[src/rtl/fetch_pkg.sv]
// Shared definitions for the instruction-fetch controller: state encoding and
// default memory-map constants.
package fetch_pkg;

   typedef enum logic {
      RUN    = 1'b0,
      HALTED = 1'b1
   } fetch_state_t;

   localparam logic [31:0] DEFAULT_RESET_PC   = 32'h0040_0000;
   localparam logic [31:0] DEFAULT_IMEM_BASE  = 32'h0040_0000;
   localparam int          DEFAULT_IMEM_WORDS = 256;

endpackage

[src/rtl/fetch_controller.sv]
// Instruction-fetch stage: owns the PC, drives the instruction memory and loads
// the IF/ID register, with redirect, stall and a sticky fault/halt on bad fetches.
module fetch_controller
   import fetch_pkg::*;
#(
   parameter logic [31:0] RESET_PC   = DEFAULT_RESET_PC,
   parameter logic [31:0] IMEM_BASE  = DEFAULT_IMEM_BASE,
   parameter int          IMEM_WORDS = DEFAULT_IMEM_WORDS
) (
   input  logic        clk,
   input  logic        reset,
   output logic [31:0] imem_addr,
   input  logic [31:0] imem_instr,
   input  logic        stall,
   input  logic        redirect_valid,
   input  logic [31:0] redirect_target,
   output logic        if_valid,
   output logic [31:0] if_pc,
   output logic [31:0] if_pc_plus4,
   output logic [31:0] if_instr,
   output logic        fetch_fault,
   output logic [31:0] fetch_count
);

   localparam logic [31:0] IMEM_LAST = IMEM_BASE + 32'(4 * (IMEM_WORDS - 1));

   function automatic logic pc_is_legal(input logic [31:0] pc);
      return (pc[1:0] == 2'b00) && (pc >= IMEM_BASE) && (pc <= IMEM_LAST);
   endfunction

   fetch_state_t r_state;
   logic [31:0]  r_pc;
   logic         r_if_valid;
   logic [31:0]  r_if_pc;
   logic [31:0]  r_if_pc_plus4;
   logic [31:0]  r_if_instr;
   logic         r_fetch_fault;
   logic [31:0]  r_fetch_count;

   logic         w_pc_legal;
   logic [31:0]  w_pc_plus4;

   assign w_pc_legal = pc_is_legal(r_pc);
   assign w_pc_plus4 = r_pc + 32'd4;

   // Redirect targets are deliberately not checked here; a bad target is
   // caught on the next cycle when it becomes the fetch address.
   always_ff @(posedge clk) begin
      if (reset) begin
         r_state       <= RUN;
         r_pc          <= RESET_PC;
         r_if_valid    <= 1'b0;
         r_if_pc       <= 32'd0;
         r_if_pc_plus4 <= 32'd0;
         r_if_instr    <= 32'd0;
         r_fetch_fault <= 1'b0;
         r_fetch_count <= 32'd0;
      end else if (redirect_valid) begin
         r_state       <= RUN;
         r_pc          <= redirect_target;
         r_if_valid    <= 1'b0;
         r_if_instr    <= 32'd0;
         r_fetch_fault <= 1'b0;
      end else begin
         case (r_state)
            HALTED: begin
               r_if_valid    <= 1'b0;
               r_fetch_fault <= 1'b1;
            end
            default: begin
               if (stall) begin
                  r_state <= RUN;
               end else if (!w_pc_legal) begin
                  r_state       <= HALTED;
                  r_fetch_fault <= 1'b1;
                  r_if_valid    <= 1'b0;
                  r_if_instr    <= 32'd0;
               end else begin
                  r_if_instr    <= imem_instr;
                  r_if_pc       <= r_pc;
                  r_if_pc_plus4 <= w_pc_plus4;
                  r_if_valid    <= 1'b1;
                  r_pc          <= w_pc_plus4;
                  r_fetch_count <= r_fetch_count + 32'd1;
               end
            end
         endcase
      end
   end

   assign imem_addr   = r_pc;
   assign if_valid    = r_if_valid;
   assign if_pc       = r_if_pc;
   assign if_pc_plus4 = r_if_pc_plus4;
   assign if_instr    = r_if_instr;
   assign fetch_fault = r_fetch_fault;
   assign fetch_count = r_fetch_count;

endmodule

[config.mk]
export PLATFORM = sky130hd
export DESIGN_NAME = fetch_controller
export DESIGN_NICKNAME = d
export VERILOG_FILES = /design/src/rtl/fetch_pkg.sv /design/src/rtl/fetch_controller.sv
export SDC_FILE = /design/constraint.sdc
export NUM_CORES = 1
export LEC_CHECK = 0
export ABC_CLOCK_PERIOD_IN_PS = 5900
export CORE_AREA = 2 2 117 119
export DETAILED_ROUTE_END_ITERATION = 8
export DIE_AREA = 0 0 119 121
export PLACE_DENSITY = 0.84
export SYNTH_ARGS = -nofsm -noshare
export SYNTH_HDL_FRONTEND = slang
export SYNTH_SLANG_ARGS = --single-unit
[constraint.sdc]
create_clock -name clk -period 5.9 [get_ports clk]
set_clock_uncertainty 0.2 [all_clocks]
set_input_delay 1.18 -clock clk [delete_from_list [all_inputs] [get_ports clk]]
set_output_delay 1.18 -clock clk [all_outputs]
set_load 0.005 [all_outputs]
==> impl_metrics.json, run 1 <==
{
  "dpl.hpwl_um": 11200,
  "drc": 0,
  "die_w_um": 119,
  "fmax_mhz": 281,
  "yosysTopAreaCellShare_pct": 53.3,
  "n_fill_cell": 990,
  "setup_ws_ns": 2.35,
  "timing.final.crit_share_pct": 60.2,
  "fin_util_pct": 68.7,
  "power_leakage_nw": 3.15,
  "cpMaxStageDelayCell": "or3_1",
  "maxCapViolations": 0,
  "start_util_pct": 46.2,
  "core.rowCount": 42,
  "final_layout_size_suffix_gt1_share_pct": 5.22,
  "yosysMostFrequentCell": "dfxtp_1",
  "die_y_um": 121,
  "path_cells": "buf_2 > nor3_2 > nand3_1 > or3_1 > or4_1 > a21oi_1",
  "synth_area_leader_cell": "dfxtp_1",
  "coreArea_um2": 13100,
  "routedWlPerCell_um": 15.6,
  "worst_pin_slew_ns": 1.08,
  "wl_um": 16500,
  "slowest_delay_ns": 0.60,
  "synthArstFlopShare_pct": 0,
  "fin_crit_ns": 3.55,
  "fin_nets": 939,
  "holdCritPathClass": "flip-flop to flip-flop",
  "synth_commonest_cells": "dfxtp_1 (161), a21oi_1 (69), nand2_1 (66), nor2_1 (52)",
  "netlist_top_cells_area": "dfxtp_1 (53%), a21oi_1 (5.7%), and2_1 (4.6%)",
  "seq_area_frac_synth_pct": 53.3,
  "powerDensity_nw_per_um2": 269,
  "ant_nets": 0,
  "grt_max_degree": 86,
  "die_area_um2": 14400,
  "path_class": "input port to flip-flop",
  "place_congestion": 0.769,
  "grt_pass1_vias": 5237,
  "ctsResizeCount": 0,
  "overflow": 0,
  "syn_nets": 736,
  "drv_slew": 0,
  "track_usage_pct": 22.6,
  "hold_viol_final": 0,
  "clk_path_buf_depth": 2,
  "cts_root_buffer": "clkbuf_16",
  "vias_per_cell": 5.14,
  "place_ws_ns": 1.95,
  "place_inst": 1025,
  "crit_path_end_kind": "flip-flop",
  "cp.arrival_ns": 3.69,
  "port_buffers": 229,
  "antenna_found_initial": 0,
  "postCtsSetupRepairBufs": 0,
  "rsz0062_at_grt": "no",
  "ir_worst_vdd_v": 0.000215,
  "instances_no_fill": 1057,
  "yosys_most_used_dff": "dfxtp_1",
  "outcome": "complete, no violations",
  "ys_types": 39,
  "clk_pin_slew_ns": 0.06,
  "area_growth_pct": 48.7,
  "start_kind": "input port",
  "path_max_fanout": 44,
  "cts_hold_buf": 0,
  "vias": 5429,
  "setup_viol": 0,
  "numCtsBuffers": 17,
  "syn_area_um2": 6050,
  "cts_max_level": 4,
  "synthCells": 665,
  "synth.avg_cell_area_um2": 9.09,
  "synth-seq-cells": 161,
  "rrSetupSlack_ns": 2.70,
  "ioPinCount": 230,
  "cp.required_ns": 6.04,
  "cts_sinks": 161,
  "drt_iter0_drc": 359,
  "cts_tree": "yes",
  "final.setup.tns_ns": 0,
  "synth_edf_count": 0,
  "slew_headroom_pct": 28.1,
  "drt-pass1-iter-count": 4,
  "insertion_delay_ns": 0.42,
  "num_antenna_cells": 0,
  "grt_pass1_wl_um": 26100,
  "ys_warn_count": 0
}
report_power, final:
group	internal (mW)	switching [mW]	leakage (nW)
clock	0.692	0.438	0.294
combinational	0.0894	0.0764	1.56
sequential	1.10	0.0176	1.30
cell type report:
class                   count  area, µm²  share of cell area [%]
flip-flops and latches    161       3220                    35.8
multi-input cells         441       2570                    28.6
repair buffers            233       2310                    25.7
clock buffers              21        460                    5.12
well taps                 176        220                    2.45
clock inverters            11        154                    1.71
inverters                  14       52.6                   0.584
path summary, 6_finish.rpt:
kind                                                  from                      endpoint  depth (start not counted)
worst max-delay path                        redirect_valid  fetch_count[28]$_SDFFE_PP0P_                          6
worst min register to register   if_instr[23]$_SDFFE_PP0P_     if_instr[23]$_SDFFE_PP0P_                          2
worst min-delay path             if_instr[23]$_SDFFE_PP0P_     if_instr[23]$_SDFFE_PP0P_                          2
worst max register to register  imem_addr[31]$_SDFFE_PP0P_  fetch_count[28]$_SDFFE_PP0P_                          5
critical path, delay by kind of cell:
| family | cells | cell delay [ns] |
|---|---|---|
| buffers and inverters | 1 | 0.45 |
| and+or+nand+nor | 4 | 1.91 |
| AOI/OAI and AO/OA | 1 | 0.15 |
state kept, by name, summed over array words and instances (netlist names):
| name | cells |
|---|---|
| imem_addr | 32 |
| if_valid | 1 |
| r_state | 1 |
| if_instr | 32 |
| fetch_fault | 1 |
| fetch_count | 32 |
| if_pc | 32 |
| if_pc_plus4 | 30 |
layer usage:
layer / track usage [%] / wire length [µm] / part of all wire, %
met1: 27.3 / 6860 / 42
met4: 10.6 / 431 / 2.6
met2: 36.8 / 8000 / 48
met3: 7.14 / 1200 / 7.3
met5: 0 / 0 / 0
cells in the final DEF (no fill, tap or decap), types with 6 or more instances in the layout:
cell type,n
clkdlybuf4s50_1,227
dfxtp_1,161
a21oi_1,69
nand2_1,66
nor2_1,49
and2_1,44
nand3_1,44
mux2i_1,23
xnor2_1,18
clkbuf_16,17
nor4_1,15
inv_1,14
nand4_1,14
o31ai_1,11
or4_1,11
or3_1,9
a211oi_1,8
o21ai_0,8
xor2_1,7
o21a_1,7
and3_1,6
kinds of logic after synthesis:
family | Yosys count | share of synthesized area [%]
compound gates | 109 | 10.4
xor+xnor | 25 | 3.62
fa+ha+maj | 3 | 0.621
buf+inv | 63 | 4.28
flops | 161 | 53.3
mux | 23 | 3.81
simple gates | 281 | 23.9
stage by stage:
| step | hold WS (ns) | power (mW) | instance area (µm²) |
|---|---|---|---|
| 2_1_floorplan | 0.248 | 1.21 | 6050 |
| 3_3_place_gp | 0.237 | 1.31 | 8380 |
| 3_5_place_dp | 0.243 | 1.31 | 8380 |
| 4_1_cts | 0.251 | 2.44 | 8990 |
| 5_1_grt | 0.265 | 2.50 | 8990 |
| 6_report | 0.248 | 2.42 | 8990 |
(Power assumes the default switching activity.)
==> inputs of run 2 (changes only) <==
ABC_CLOCK_PERIOD_IN_PS = 3390   (was 5900)
CORE_AREA = 2 2 121 123   (was 2 2 117 119)
DIE_AREA = 0 0 123 125   (was 0 0 119 121)
PLACE_DENSITY = 0.8   (was 0.84)
clock period = 3.39 ns   (was 5.9 ns; I/O delays follow)
==> run 2 against run 1 <==
Against the previous run: wire length is essentially flat; worst setup slack worse by 1.7 ns; cell count increased by 1.6%; utilization shrank 5.2 points; critical path depth increased by 1; worst hold slack improved by 0.0021 ns; count of clock-buffer cells in the layout down 3; first-iteration DRC count is 5.0% lower; global-route usage decreased by 0.90 points; flip-flop and latch count unchanged; die area grew 6.8%; via count up 0.79%.
==> impl_metrics.json, run 2 (synthesis gave the netlist of run 1 again) <==
{
  "insertion_delay_ns": 0.42,
  "path_cells": "clkdlybuf4s50_1 > nor3_2 > buf_4 > and4_1 > nand3_1 > or4_1 > a21oi_1",
  "fin_nets": 948,
  "drv_slew": 0,
  "drt_iter0_drc": 341,
  "cts_root_buffer": "clkbuf_16",
  "place_ws_ns": 0.227,
  "coreArea_um2": 14200,
  "setup_ws_ns": 0.681,
  "seq_area_um2": 3220,
  "mostFrequentLayoutCell": "clkdlybuf4s50_1",
  "fmax_mhz": 369,
  "vias_per_cell": 5.09,
  "layout_common_cells": "clkdlybuf4s50_1 (227), dfxtp_1 (161), a21oi_1 (69), nand2_1 (66), nor2_1 (49)",
  "finalInstanceArea_um2": 9020,
  "holdCritPathClass": "flip-flop to flip-flop",
  "area_growth_pct": 49.2,
  "multiInputGateArea_um2": 2570,
  "worst_pin_slew_ns": 0.587,
  "clk_path_buf_depth": 2,
  "final_layout_size_suffix_gt1_share_pct": 6.40,
  "num_antenna_cells": 0,
  "cts_tree": "yes",
  "drc": 0,
  "ctsResizeCount": 0,
  "power_leakage_nw": 3.18,
  "drt-pass1-iter-count": 4,
  "outcome": "complete, no violations",
  "fin_util_pct": 63.5,
  "grt_pass1_wl_um": 26500,
  "instances_no_fill": 1074,
  "cp.arrival_ns": 2.86,
  "clk_pin_slew_ns": 0.06,
  "die_y_um": 125,
  "postCtsSetupRepairBufs": 0,
  "core.rowCount": 44,
  "start_util_pct": 42.6,
  "path_class": "input port to flip-flop",
  "slew_headroom_pct": 60.5,
  "antenna_found_initial": 0,
  "grt_pass1_vias": 5261,
  "dpl.hpwl_um": 11500,
  "place_congestion": 0.782,
  "cts_hold_buf": 0,
  "timing.final.crit_share_pct": 79.9,
  "path_max_fanout": 11,
  "numCtsBuffers": 17,
  "ir_worst_vdd_v": 0.000316,
  "final.setup.tns_ns": 0,
  "grt_max_degree": 45,
  "crit_family": "simple AND/OR/NAND/NOR gates",
  "slowest_delay_ns": 0.58,
  "place_inst": 1042,
  "cp_num_buf_inv": 2,
  "crit_path_end_kind": "flip-flop",
  "cts_max_level": 4,
  "powerDensity_nw_per_um2": 452,
  "vias": 5472,
  "port_buffers": 229,
  "die_area_um2": 15400,
  "die_w_um": 123,
  "routedWlPerCell_um": 15.4,
  "cp.required_ns": 3.54,
  "setup_viol": 0,
  "fin_crit_ns": 2.71,
  "cts_sinks": 161,
  "maxCapViolations": 0,
  "hold_viol_final": 0,
  "ant_nets": 0,
  "wl_um": 16500,
  "n_fill_cell": 1244,
  "start_kind": "input port",
  "ioPinCount": 230,
  "rsz0062_at_grt": "no",
  "cpMaxStageDelayCell": "or4_1",
  "track_usage_pct": 21.7,
  "placed_area_um2": 8460,
  "overflow": 0
}
run 2: changes by cell type in the layout (fill, tap and decap cells not counted):
cell        delta
clkinvlp_4     -1
clkbuf_8       -1
clkinv_2       +3
buf_4          +9
bufinv_16      -2
clkbuf_1       -2
inv_6          +3
run 2: tightest hold or removal path, stage by stage, from the launching register on:
cell	delay [ns]
dfxtp_1	0.31
nand2_1	0.05
a21oi_1	0.05
run 2: where the power goes:
| group | internal [mW] | switching (mW) | total (mW) |
|---|---|---|---|
| sequential | 1.92 | 0.0304 | 1.95 |
| combinational | 0.161 | 0.134 | 0.295 |
| clock | 1.04 | 0.798 | 1.84 |
run 2: cell type report:
cell class,count,share of cell area (%)
timing repair buffer,242,26.4
tap,184,2.55
sequential,161,35.7
multi-input combinational,441,28.5
clock inverter,14,1.41
inverter,14,0.582
clock buffer,18,4.87
run 2: worst paths after layout:
check,cells past startpoint,from,endpoint,slack (ns)
max,7,stall,fetch_count[31]$_SDFFE_PP0P_,0.68
min reg2reg,2,if_pc[8]$_SDFFE_PP0P_,if_pc[8]$_SDFFE_PP0P_,0.25
max reg2reg,5,imem_addr[26]$_SDFFE_PP0P_,fetch_count[28]$_SDFFE_PP0P_,0.70
min,2,if_pc[8]$_SDFFE_PP0P_,if_pc[8]$_SDFFE_PP0P_,0.25
run 2: metal layers:
metal / GRT usage, % / share of wire, %
met1: 27.3 / 44
met2: 33.5 / 47
met3: 7.85 / 7.4
met4: 9.16 / 2.4
met5: 0 / 0
run 2: stage by stage:
| step | power, mW | hold slack [ns] |
|---|---|---|
| after floorplan | 2.11 | 0.248 |
| after global placement | 2.28 | 0.237 |
| after detailed placement | 2.29 | 0.242 |
| after CTS | 4.11 | 0.251 |
| after global routing | 4.23 | 0.268 |
| final | 4.08 | 0.250 |
==> inputs of run 3 (changes only) <==
ABC_CLOCK_PERIOD_IN_PS = 2250   (was 3390)
CORE_AREA = 2 2 126 128   (was 2 2 121 123)
DIE_AREA = 0 0 128 130   (was 0 0 123 125)
PLACE_DENSITY = 0.77   (was 0.8)
clock period = 2.25 ns   (was 3.39 ns; I/O delays follow)
==> run 3 against run 2 <==
Against the previous run: the run now ends with setup timing left; non-clock buffer count grew 61; utilization decreased by 0.29 points; global-route usage shrank 0.86 points; via count increased by 4.1%; sequential share of layout area is 2.7 points lower; wire length increased by 9.1%; critical path type is now flip-flop to flip-flop.
==> impl_metrics.json, run 3 (synthesis gave the netlist of run 1 again) <==
{
  "dpl.hpwl_um": 12600,
  "holdCritPathClass": "input port to flip-flop",
  "power_frac_seq_pct": 45.8,
  "cts_sinks": 161,
  "grt_pass1_wl_um": 27600,
  "track_usage_pct": 20.8,
  "antenna_found_initial": 0,
  "vias": 5696,
  "drc": 0,
  "violations": "setup timing",
  "cts_root_buffer": "clkbuf_16",
  "p_comb_share_pct": 8.5,
  "cpMaxStageDelayCell": "or4_4",
  "fmax_mhz": 430,
  "switchingPower_mw": 1.53,
  "timing.final.crit_share_pct": 103,
  "numCtsBuffers": 17,
  "die_area_um2": 16600,
  "grt_pass1_vias": 5366,
  "placed_area_um2": 8900,
  "path_max_fanout": 7,
  "crit_path_end_kind": "flip-flop",
  "clk_pin_slew_ns": 0.07,
  "wl_um": 18000,
  "final_layout_size_suffix_gt1_share_pct": 15.3,
  "routedWlPerCell_um": 15.7,
  "core.rowCount": 46,
  "outcome": "finished with violations",
  "num_antenna_cells": 0,
  "setup_viol": 5,
  "cp.arrival_ns": 2.48,
  "fin_nets": 1010,
  "drt-pass1-iter-count": 4,
  "maxCapViolations": 0,
  "path_cells": "nor4_2 > buf_4 > nand4_1 > buf_6 > or3_4 > or4_4 > a21oi_2",
  "slowest_delay_ns": 0.53,
  "setup_ws_ns": -0.0760,
  "crit_family": "simple AND/OR/NAND/NOR gates",
  "port_buffers": 229,
  "ir_worst_vdd_v": 0.000546,
  "rsz0062_at_grt": "yes",
  "use_met1_pct": 26.3,
  "slew_headroom_pct": 60.5,
  "place_congestion": 0.810,
  "cts_tree": "yes",
  "swShare_pct": 24.0,
  "ant_nets": 0,
  "intPower_mw": 4.86,
  "layout_common_cells": "clkdlybuf4s50_1 (226), dfxtp_1 (160), a21oi_1 (66), nand2_1 (64), buf_4 (62)",
  "hold_viol_final": 0,
  "start_util_pct": 39.2,
  "powerDensity_nw_per_um2": 656,
  "rrSetupSlack_ns": -0.08,
  "path_class": "flip-flop to flip-flop",
  "grt_max_degree": 44,
  "cts_hold_buf": 0,
  "coreArea_um2": 15400,
  "grtUsageMet2_pct": 34.4,
  "cts_max_level": 4,
  "vias_per_cell": 4.98,
  "die_y_um": 130,
  "worst_pin_slew_ns": 0.592,
  "die_w_um": 128,
  "mostFrequentLayoutCell": "clkdlybuf4s50_1",
  "drv_slew": 0,
  "power_leakage_nw": 3.55,
  "clk_path_buf_depth": 2,
  "finalInstanceArea_um2": 9760,
  "start_kind": "flip-flop",
  "fin_util_pct": 63.3,
  "insertion_delay_ns": 0.42,
  "cp.required_ns": 2.40,
  "cp_num_buf_inv": 2,
  "p_clk_share_pct": 45.6,
  "fin_crit_ns": 2.33,
  "area_growth_pct": 61.3,
  "ioPinCount": 230,
  "grt_busiest_layer": "met2",
  "drt_iter0_drc": 268,
  "overflow": 0,
  "grtUsageMet3_pct": 6.44
}
==> run 3: path summary, 6_finish.rpt <==
| path | cells after the start | endpoint | start |
|---|---|---|---|
| hold reg to reg | 2 | if_pc[6]$_SDFFE_PP0P_ | if_pc[6]$_SDFFE_PP0P_ |
| hold / removal | 2 | if_pc_plus4[22]$_SDFFE_PP0P_ | reset |
| setup reg to reg | 7 | fetch_count[22]$_SDFFE_PP0P_ | imem_addr[0]$_SDFFE_PP0P_ |
| setup / recovery | 7 | fetch_count[22]$_SDFFE_PP0P_ | imem_addr[0]$_SDFFE_PP0P_ |
==> run 3: cell type report <==
class / instances / area (µm²)
clock buffers: 17 / 425
clock inverters: 15 / 171
fillers: 1283 / 5670
inverters: 14 / 52.6
multi-input cells: 442 / 2750
flip-flops and latches: 161 / 3220
well taps: 192 / 240
repair buffers: 303 / 2890
==> run 3: what timing repair did <==
action / CTS / global route
buffers inserted: 4 / 1
pin swaps: 15 / 5
gates cloned: 1 / 1
resized for setup: 13 / 33
endpoints found under the setup margin: 30 / 122
==> run 3: stage by stage <==
step | setup WS, ns | power (mW) | instances | hold WS, ns | setup TNS, ns
finish | -0.0760 | 6.40 | 1144 | 0.107 | -0.288
global route | -0.137 | 6.62 | 1144 | 0.120 | -0.943
CTS | -0.0537 | 6.43 | 1142 | 0.107 | -0.176
detailed placement | -0.577 | 3.51 | 1105 | 0.243 | -12.19
global placement | -0.490 | 3.51 | 1105 | 0.237 | -10.51
floorplan | -0.0163 | 3.19 | 665 | 0.248 | -0.0163
==> run 3: metal layers <==
layer | routed length [µm] | up-vias
li1 | - | 2839
met1 | 7690 | 2682
met2 | 8900 | 157
met3 | 1180 | 18
met4 | 227 | 0
met5 | 0 | -
==> run 3: power groups by stage <==
stage | registers, mW | clock network, mW | logic (mW)
2_1_floorplan | 2.99 | 0 | 0.193
3_3_place_gp | 2.99 | 0 | 0.516
5_1_grt | 2.94 | 3.09 | 0.591
3_5_place_dp | 2.99 | 0 | 0.520
4_1_cts | 2.93 | 2.97 | 0.534
6_report | 2.93 | 2.92 | 0.546
